==> src/rtl/aes_ctrl_pkg.sv <==
// Shared AES control definitions: the AddRoundKey sequencer state encoding
// and the byte, key-address and round widths.
package aes_ctrl_pkg;

    typedef enum logic [1:0] {
        IDLE  = 2'd0,
        ARK   = 2'd1,
        DRAIN = 2'd2,
        XFORM = 2'd3
    } ark_state_t;

    localparam int AES_NB_BYTES = 16;
    localparam int AES_KEY_AW   = 8;
    localparam int AES_RND_W    = 4;

endpackage

==> src/rtl/ark_round_sequencer.sv <==
// Byte-serial AddRoundKey sequencer: walks 16 state bytes per round against the key RAM.
// Optional feature macro ARK_KEY_CHECKSUM_EN adds key_xsum, a running XOR of consumed key bytes.
module ark_round_sequencer
    import aes_ctrl_pkg::*;
#(
    parameter int NR = 10
) (
    input  logic                  clk,
    input  logic                  rst,
    input  logic                  start,
    output logic                  busy,
    output logic                  done,
    output logic                  st_rd,
    output logic [3:0]            st_addr,
    input  logic [7:0]            st_rdata,
    output logic                  st_we,
    output logic [3:0]            st_waddr,
    output logic [7:0]            st_wdata,
    output logic                  key_rd,
    output logic [AES_KEY_AW-1:0] key_addr,
    input  logic [7:0]            key_rdata,
    output logic                  xf_req,
    output logic [AES_RND_W-1:0]  xf_round,
    input  logic                  xf_ack,
`ifdef ARK_KEY_CHECKSUM_EN
    output logic [7:0]            key_xsum,
`endif
    output logic [1:0]            dbg_state
);

    localparam logic [AES_RND_W-1:0] LP_NR       = AES_RND_W'(NR);
    localparam logic [3:0]           LP_LAST_IDX = 4'(AES_NB_BYTES - 1);

    ark_state_t             r_state;
    logic [AES_RND_W-1:0]   r_round;
    logic [3:0]             r_idx;
    logic                   r_busy;
    logic                   r_done;
    logic                   r_st_rd;
    logic                   r_st_we;
    logic [3:0]             r_st_waddr;
    logic                   r_xf_req;
    logic [AES_RND_W-1:0]   r_xf_round;
    logic                   w_start_acc;

    // busy stays high through the done cycle, so a start there is not accepted
    assign w_start_acc = (r_state == IDLE) && !r_busy && start;

    always_ff @(posedge clk) begin
        if (rst) begin
            r_state    <= IDLE;
            r_round    <= '0;
            r_idx      <= '0;
            r_busy     <= 1'b0;
            r_done     <= 1'b0;
            r_st_rd    <= 1'b0;
            r_st_we    <= 1'b0;
            r_st_waddr <= '0;
            r_xf_req   <= 1'b0;
            r_xf_round <= '0;
        end else begin
            r_st_we    <= r_st_rd;
            r_st_waddr <= r_idx;
            r_done     <= 1'b0;
            case (r_state)
                IDLE: begin
                    if (r_busy) begin
                        r_busy <= 1'b0;
                    end else if (w_start_acc) begin
                        r_busy  <= 1'b1;
                        r_round <= '0;
                        r_idx   <= '0;
                        r_st_rd <= 1'b1;
                        r_state <= ARK;
                    end
                end
                ARK: begin
                    if (r_idx == LP_LAST_IDX) begin
                        r_st_rd <= 1'b0;
                        r_idx   <= '0;
                        r_state <= DRAIN;
                    end else begin
                        r_idx <= r_idx + 4'd1;
                    end
                end
                DRAIN: begin
                    if (r_round == LP_NR) begin
                        r_done  <= 1'b1;
                        r_round <= '0;
                        r_state <= IDLE;
                    end else begin
                        r_xf_req   <= 1'b1;
                        r_xf_round <= r_round + 1'b1;
                        r_state    <= XFORM;
                    end
                end
                XFORM: begin
                    if (xf_ack) begin
                        r_xf_req   <= 1'b0;
                        r_xf_round <= '0;
                        r_round    <= r_round + 1'b1;
                        r_idx      <= '0;
                        r_st_rd    <= 1'b1;
                        r_state    <= ARK;
                    end
                end
                default: r_state <= IDLE;
            endcase
        end
    end

`ifdef ARK_KEY_CHECKSUM_EN
    logic [7:0] r_key_xsum;

    // each write consumes exactly one key byte
    always_ff @(posedge clk) begin
        if (rst || w_start_acc) begin
            r_key_xsum <= '0;
        end else if (r_st_we) begin
            r_key_xsum <= r_key_xsum ^ key_rdata;
        end
    end

    assign key_xsum = r_key_xsum;
`endif

    assign busy      = r_busy;
    assign done      = r_done;
    assign st_rd     = r_st_rd;
    assign key_rd    = r_st_rd;
    assign st_addr   = r_idx;
    assign key_addr  = {r_round, r_idx};
    assign st_we     = r_st_we;
    assign st_waddr  = r_st_waddr;
    assign st_wdata  = r_st_we ? (st_rdata ^ key_rdata) : 8'h00;
    assign xf_req    = r_xf_req;
    assign xf_round  = r_xf_round;
    assign dbg_state = r_state;

endmodule

==> config.mk <==
export PLATFORM = sky130hd
export DESIGN_NAME = ark_round_sequencer
export DESIGN_NICKNAME = d
export VERILOG_FILES = /design/src/rtl/aes_ctrl_pkg.sv /design/src/rtl/ark_round_sequencer.sv
export SDC_FILE = /design/constraint.sdc
export NUM_CORES = 1
export LEC_CHECK = 0
export CAP_MARGIN = 20
export CORE_ASPECT_RATIO = 2
export CORE_MARGIN = 2
export CORE_UTILIZATION = 41
export DETAILED_ROUTE_END_ITERATION = 16
export GPL_TIMING_DRIVEN = 0
export PLACE_DENSITY_LB_ADDON = 0.3
export REMOVE_ABC_BUFFERS = 1
export SETUP_SLACK_MARGIN = 0.3
export SYNTH_ARGS = -nofsm -noshare
export SYNTH_HDL_FRONTEND = slang
export SYNTH_SLANG_ARGS = --single-unit
==> constraint.sdc <==
create_clock -name clk -period 1.9 [get_ports clk]
set_input_delay 0.285 -clock clk [delete_from_list [all_inputs] [get_ports clk]]
set_output_delay 0.285 -clock clk [all_outputs]
set_load 0.02 [all_outputs]
==> run summary, run 1 <==
Status: finished, final reports clean
Hold bufs inserted after CTS: 0
Die area: 3530 um^2
Synth Warn #: 0
Slew HR: 0.443
Core area: 2940 um^2
Share of cells above drive strength 1: 0.226
Design Area, Final: 1970 um^2
Fin. Hold Viols: 0
Worst Setup End Kind: flip-flop
Die height: 82.0 um
Detail Placement HPWL: 2530 um
Predominant post-synthesis flop cell: dfxtp_1
GPL Wtd Cong: 0.767
Max_cap viols: 0
Placed cell area: 1790 um^2
Crit-path max FO: 5
Rows: 28
Most frequent cells in the layout: clkdlybuf4s50_1, dfxtp_1, buf_4
Grt total ovfl: 0
CP required: 2.08 ns
Sequential share of the synthesized area: 0.369
WL per Instance: 14.9 um
Pin count of the biggest net entering global routing: 24
Layout fillers: 240
Max Freq: 610 MHz
Clock Sinks: 23
Initial Util: 0.424
Inserted Clock Buffers: 3
Worst Skew: 0.00120 ns
Total power: 1.81 mW
Final Cycle Share: 0.862
Max-slew violations: 0
Commonest non-fill, non-tap cell in the layout: clkdlybuf4s50_1
Distinct cells, synth: 35
Clk slew on worst S/H paths: 0.08 ns
Synthesized area per cell: 9.18 um^2
First DRT Iteration DRCs: 34
Final setup fails: 0
Post-Syn Area: 1250 um^2
Clock buffer depth: 2
Crit path time final: 1.64 ns
Slew @ Worst Pin: 0.836 ns
Final core occ: 0.669
PwrDens: 919 nW/um^2
Total GRT Usage: 0.197
Port Buf Inserts: 55
Critical Path Start Type: flip-flop
ANT cells: 0
RSZ-0062 raised after global routing: true
DR vias/cell: 5.34
CTS H-tree lvls: 1
First-pass GRT wire length: 5260 um
Net count, final: 228
Root Buffer: clkbuf_8
Synth async-reset ratio: 0
Vias in the first global route: 1194
Die X-Extent: 43.0 um
Number of synthesized flops with an enable pin: 0
Initial antenna violation count: 0
Cells after synthesis: 136
I/O Pins: 56
WL final: 3420 um
Detailed-route DRC error count: 0
Arr. time, crit path: 1.82 ns
Worst hold margin: 0.387 ns
Clk_lat worst skew: 0.26 ns
Seq cells post-synth: 23
Max VDD drop: 526 uV
Final setup margin: 0.261 ns
Crit Path Category: reg2reg
Fin Setup TNS: 0 ns
LEAKAGE: 0.854 nW
Area delta synth->final: 57.6%
Setup slack at placement: -0.0839 ns
Non-Filler Instances: 229
Dpl cells: 213
CTS tree: built
First-pass detailed-route iteration total: 4
Hold WC Path Type: in2reg
DRT antenna net count: 0
DR vias: 1223
## worst max-delay path: stages (launching register included)
cell,delay (ns)
dfxtp_4,0.37
buf_4,0.14
ha_2,0.18
a211o_1,0.28
buf_4,0.15
or3_1,0.31
a21oi_1,0.13
## flip-flops by register name (all words and copies together), names as in the netlist
signal     count
st_addr        4
busy           1
st_waddr       4
st_we          1
r_round        4
dbg_state      2
xf_req         1
xf_round       4
done           1
key_rd         1
## synthesized netlist by cell type, types with 5 or more instances
cell | n | share of area
buf_4 | 5 | 0.030
ha_1 | 8 | 0.080
and2_1 | 8 | 0.040
nor2_1 | 9 | 0.027
nor2b_1 | 6 | 0.030
xor2_1 | 9 | 0.063
a21oi_1 | 10 | 0.040
nand3_1 | 5 | 0.020
nand2_1 | 8 | 0.024
dfxtp_1 | 23 | 0.37
## final timing paths
| path | startpoint | endpoint | slack, ns | cells past startpoint |
|---|---|---|---|---|
| max | dbg_state[1] | st_addr[0] | 0.26 | 6 |
| min | start | busy | 0.39 | 3 |
| max reg2reg | dbg_state[1] | st_addr[0] | 0.26 | 6 |
| min reg2reg | xf_req | xf_req | 0.47 | 2 |
## per-layer routing
metal  up-vias  share of wire  GRT usage  wire [um]
met2        38           0.60      0.397       2050
li1        597              -          -          -
met4         0          0.026      0.109         90
met1       578           0.34      0.177       1150
met3        10          0.037     0.0264        127
met5         -              0          0          0
## repair_timing
item / CTS / global route
setup endpoints to repair: 29 / 23
hold endpoints to repair: 0 / 0
setup buffers: 9 / 3
resized for setup: 48 / 17
pin swaps: 7 / 5
## kinds of logic after synthesis
kind of cell    Yosys count  share of synthesized area
simple gates             55                      0.265
compound gates           27                      0.156
flops                    23                      0.369
buf+inv                  12                     0.0511
xor+xnor                 10                     0.0701
fa+ha+maj                 8                     0.0802
mux                       1                    0.00902
## final cells by class
| cell class | count | area (um^2) | area share |
|---|---|---|---|
| Timing Repair Buffer | 67 | 607 | 0.308 |
| Multi-Input combinational cell | 101 | 790 | 0.401 |
| Inverter | 4 | 15.0 | 0.00763 |
| Tap cell | 30 | 37.5 | 0.0191 |
| Sequential cell | 23 | 473 | 0.240 |
| Clock inverter | 1 | 5.00 | 0.00254 |
| Clock buffer | 3 | 41.3 | 0.0210 |
## power breakdown
group	internal [mW]	switching [mW]
Clock	0.146	0.151
Sequential	0.541	0.0551
Combinational	0.464	0.450
Total	1.15	0.657
Note: power is estimated with default switching activity, not from simulation.
==> inputs of run 2 (changes only) <==
Settings changed: CORE_UTILIZATION 41 to 43, CTS_BUF_LIST set to sky130_fd_sc_hd__clkbuf_2, CTS_CLUSTER_DIAMETER set to 120.
==> run summary, run 2 (same netlist as run 1, synthesis figures left out) <==
Detail Placement HPWL: 2420 um
Clk slew on worst S/H paths: 0.21 ns
Hold bufs inserted after CTS: 0
Placed cell area: 1790 um^2
Logic pwr share: 0.533
Setup slack at placement: -0.0703 ns
Inserted Clock Buffers: 3
Arr. time, crit path: 1.90 ns
Slew @ Worst Pin: 0.844 ns
DRT antenna net count: 0
Die X-Extent: 42.1 um
Final core occ: 0.715
Crit Path Category: reg2reg
Hold Path Stages: 2
Pin count of the biggest net entering global routing: 24
GPL Wtd Cong: 0.855
LEAKAGE: 0.986 nW
Share of cells above drive strength 1: 0.257
Max VDD drop: 921 uV
Dpl cells: 212
Crit path time final: 1.62 ns
First-pass detailed-route iteration total: 4
I/O Pins: 56
Most frequent cells in the layout: dlygate4sd2_1, clkdlybuf4s50_1, dfxtp_1
RSZ-0062 raised after global routing: true
CTS H-tree lvls: 1
CP required: 2.18 ns
Design Area, Final: 1980 um^2
P_int: 1.04 mW
Core area: 2770 um^2
Die area: 3380 um^2
Clock Sinks: 23
Clk_lat worst skew: 0.35 ns
Crit-path max FO: 5
Total power: 1.73 mW
Critical Path Start Type: flip-flop
Reg2Reg Depth: 5
Multi-input combinational cell area: 798 um^2
Max Freq: 615 MHz
PwrDens: 872 nW/um^2
Port Buf Inserts: 55
Initial Util: 0.451
Slew HR: 0.435
Switching fraction of total power: 0.394
Detailed-route DRC error count: 0
Status: finished, final reports clean
Clock power share: 0.120
Max_cap viols: 0
Grt total ovfl: 0
Final Cycle Share: 0.855
Seq pwr share: 0.347
FF/Latch Area: 483 um^2
Total GRT Usage: 0.214
CTS tree: built
Layout fillers: 218
Die height: 80.2 um
NetSw: 0.681 mW
WL per Instance: 15.5 um
Vias in the first global route: 1218
Worst Setup End Kind: flip-flop
DR vias: 1257
Final setup fails: 0
Area delta synth->final: 58.5%
Commonest non-fill, non-tap cell in the layout: dlygate4sd2_1
Non-Filler Instances: 231
First DRT Iteration DRCs: 26
WL final: 3590 um
Max-slew violations: 0
Initial antenna violation count: 0
Final setup margin: 0.275 ns
DR vias/cell: 5.44
Hold WC Path Type: reg2reg
Worst Skew: 0.00450 ns
Clock buffer depth: 2
Net count, final: 231
Root Buffer: clkbuf_2
Fin. Hold Viols: 0
First-pass GRT wire length: 5660 um
Rows: 27
ANT cells: 0
-- run 2: area by class of cell --
| cell class | instances | area share |
|---|---|---|
| Sequential cell | 23 | 0.244 |
| Multi-Input combinational cell | 101 | 0.403 |
| Timing Repair Buffer | 70 | 0.315 |
| Tap cell | 29 | 0.0183 |
| Clock buffer | 4 | 0.0101 |
| Inverter | 4 | 0.00885 |
-- run 2: per-stage QoR --
stage / TNS, ns / hold slack (ns)
floorplan: 0 / 0.351
global placement: -0.123 / 0.441
detailed placement: -0.415 / 0.461
CTS: 0 / 0.482
global route: 0 / 0.505
finish: 0 / 0.477
-- run 2: timing repair --
action / 4_1_cts / 5_1_grt
pin swaps: 6 / 6
setup buffers: 6 / 9
endpoints found under the setup margin: 42 / 22
gates resized for setup: 69 / 23
-- run 2: path summary, 6_finish.rpt --
check,endpoint,slack [ns],start
setup / recovery,st_addr[3],0.28,dbg_state[0]
hold / removal,xf_req,0.48,xf_req
setup reg to reg,st_addr[3],0.28,dbg_state[0]
hold reg to reg,xf_req,0.48,xf_req
-- run 2: worst max-delay path, stage by stage (launching register included) --
cell and delay, ns:
dfxtp_4 0.42, ha_4 0.16, nor2b_4 0.14, a211o_1 0.28, or3_1 0.34, a221oi_2 0.21
-- run 2: power by group through the flow --
stage | clock, mW | sequential (mW) | combinational (mW)
detailed placement | 0 | 0.597 | 0.714
global placement | 0 | 0.591 | 0.696
finish | 0.207 | 0.599 | 0.920
global route | 0.232 | 0.609 | 0.991
floorplan | 0 | 0.665 | 0.349
CTS | 0.204 | 0.601 | 0.790
-- run 2: layer usage --
metal / GRT usage / vias to the layer above / routed length (um)
met5: 0 / - / 0
met4: 0.0938 / 0 / 84
met3: 0.0292 / 9 / 128
met2: 0.409 / 30 / 2110
met1: 0.225 / 614 / 1270
li1: - / 604 / -
==> inputs of run 3 (changes only) <==
Settings changed: GPL_TIMING_DRIVEN 0 to not set.
==> run summary, run 3 (same netlist as run 1, synthesis figures left out) <==
Clock Sinks: 23
RSZ-0062 raised after global routing: true
Grt total ovfl: 0
Core area: 2770 um^2
Arr. time, crit path: 1.91 ns
Worst hold start: xf_req
First DRT Iteration DRCs: 13
Max Freq: 615 MHz
Slew HR: 0.666
Die area: 3380 um^2
Crit path time final: 1.63 ns
WL per Instance: 15.3 um
LEAKAGE: 0.931 nW
RR Startpoint: dbg_state[1]
GPL Wtd Cong: 0.832
Crit-path max FO: 5
Final setup margin: 0.275 ns
Critical Path Start Type: flip-flop
Worst Setup End Kind: flip-flop
Non-Filler Instances: 228
Clk slew on worst S/H paths: 0.22 ns
Design Area, Final: 1930 um^2
Dpl cells: 219
Total GRT Usage: 0.218
CTS H-tree lvls: 1
DR vias: 1202
First-pass detailed-route iteration total: 4
Worst hold margin: 0.470 ns
Most frequent cells in the layout: dlygate4sd2_1, clkdlybuf4s50_1, dfxtp_1
Fin Setup TNS: 0 ns
Area delta synth->final: 54.7%
I/O Pins: 56
Hold WC Path Type: reg2reg
Final Cycle Share: 0.856
Critical Path Source: dbg_state[1]
Final setup fails: 0
Placed cell area: 1840 um^2
Vias in the first global route: 1218
Fin. Hold Viols: 0
Max VDD drop: 800 uV
Detail Placement HPWL: 2660 um
Initial antenna violation count: 0
ANT cells: 0
Port Buf Inserts: 55
Die height: 80.2 um
CTS tree: built
Max-slew violations: 0
CP required: 2.18 ns
Share of cells above drive strength 1: 0.256
Commonest non-fill, non-tap cell in the layout: dlygate4sd2_1
Detailed-route DRC error count: 0
Max_cap viols: 0
Initial Util: 0.451
Rows: 27
Clock buffer depth: 2
Setup slack at placement: -0.0603 ns
Worst Skew: 0.00355 ns
Clk_lat worst skew: 0.35 ns
Net count, final: 228
Root Buffer: clkbuf_2
PwrDens: 853 nW/um^2
DR vias/cell: 5.27
Crit Path Category: reg2reg
Slew @ Worst Pin: 0.499 ns
Die X-Extent: 42.1 um
First-pass GRT wire length: 5710 um
Inserted Clock Buffers: 3
Status: finished, final reports clean
WL final: 3490 um
Pin count of the biggest net entering global routing: 14
DRT antenna net count: 0
==> run 3: final timing paths <==
| check | end | slack [ns] | cells after the start |
|---|---|---|---|
| worst max register to register | st_addr[3] | 0.27 | 5 |
| worst min register to register | xf_req | 0.47 | 2 |
| worst min-delay path | xf_req | 0.47 | 2 |
| worst max-delay path | st_addr[3] | 0.27 | 5 |
==> run 3: repair_timing <==
| item | 4_1_cts | 5_1_grt |
|---|---|---|
| buffers inserted | 3 | 2 |
| gates resized for setup | 72 | 18 |
| hold buffers | 0 | 0 |
| endpoints found under the setup margin | 44 | 20 |
| pin swaps | 6 | 4 |
==> run 3: layer usage <==
| metal | wire length, um | track usage |
|---|---|---|
| met1 | 1270 | 0.211 |
| met4 | 65 | 0.0875 |
| met5 | 0 | 0 |
| met3 | 72 | 0.0202 |
| met2 | 2080 | 0.447 |
==> run 3: power by group <==
part / total (mW) / switching (mW) / internal, mW
clock network: 0.203 / 0.155 / 0.0477
logic: 0.839 / 0.437 / 0.402
registers: 0.606 / 0.0652 / 0.541
total: 1.65 / 0.658 / 0.990
==> run 3: critical path, stage by stage, from the launching register on <==
cell and delay [ns]:
dfxtp_4 0.42, buf_6 0.12, ha_4 0.15, a211o_1 0.31, or3_1 0.34, a221oi_2 0.22
==> run 3: layout make-up <==
class	count	area, um^2
Fill cell	236	838
Multi-Input combinational cell	101	782
Timing Repair Buffer	67	591
Sequential cell	23	485
Tap cell	29	36.3
Inverter	4	17.5
Clock buffer	3	15.0
Clock inverter	1	5.00
==> run 3: stage by stage <==
step / utilization / power [mW]
after floorplan: - / 1.01
after global placement: 0.664 / 1.35
after detailed placement: 0.664 / 1.38
after CTS: 0.695 / 1.63
after global routing: 0.697 / 1.75
final: 0.697 / 1.65
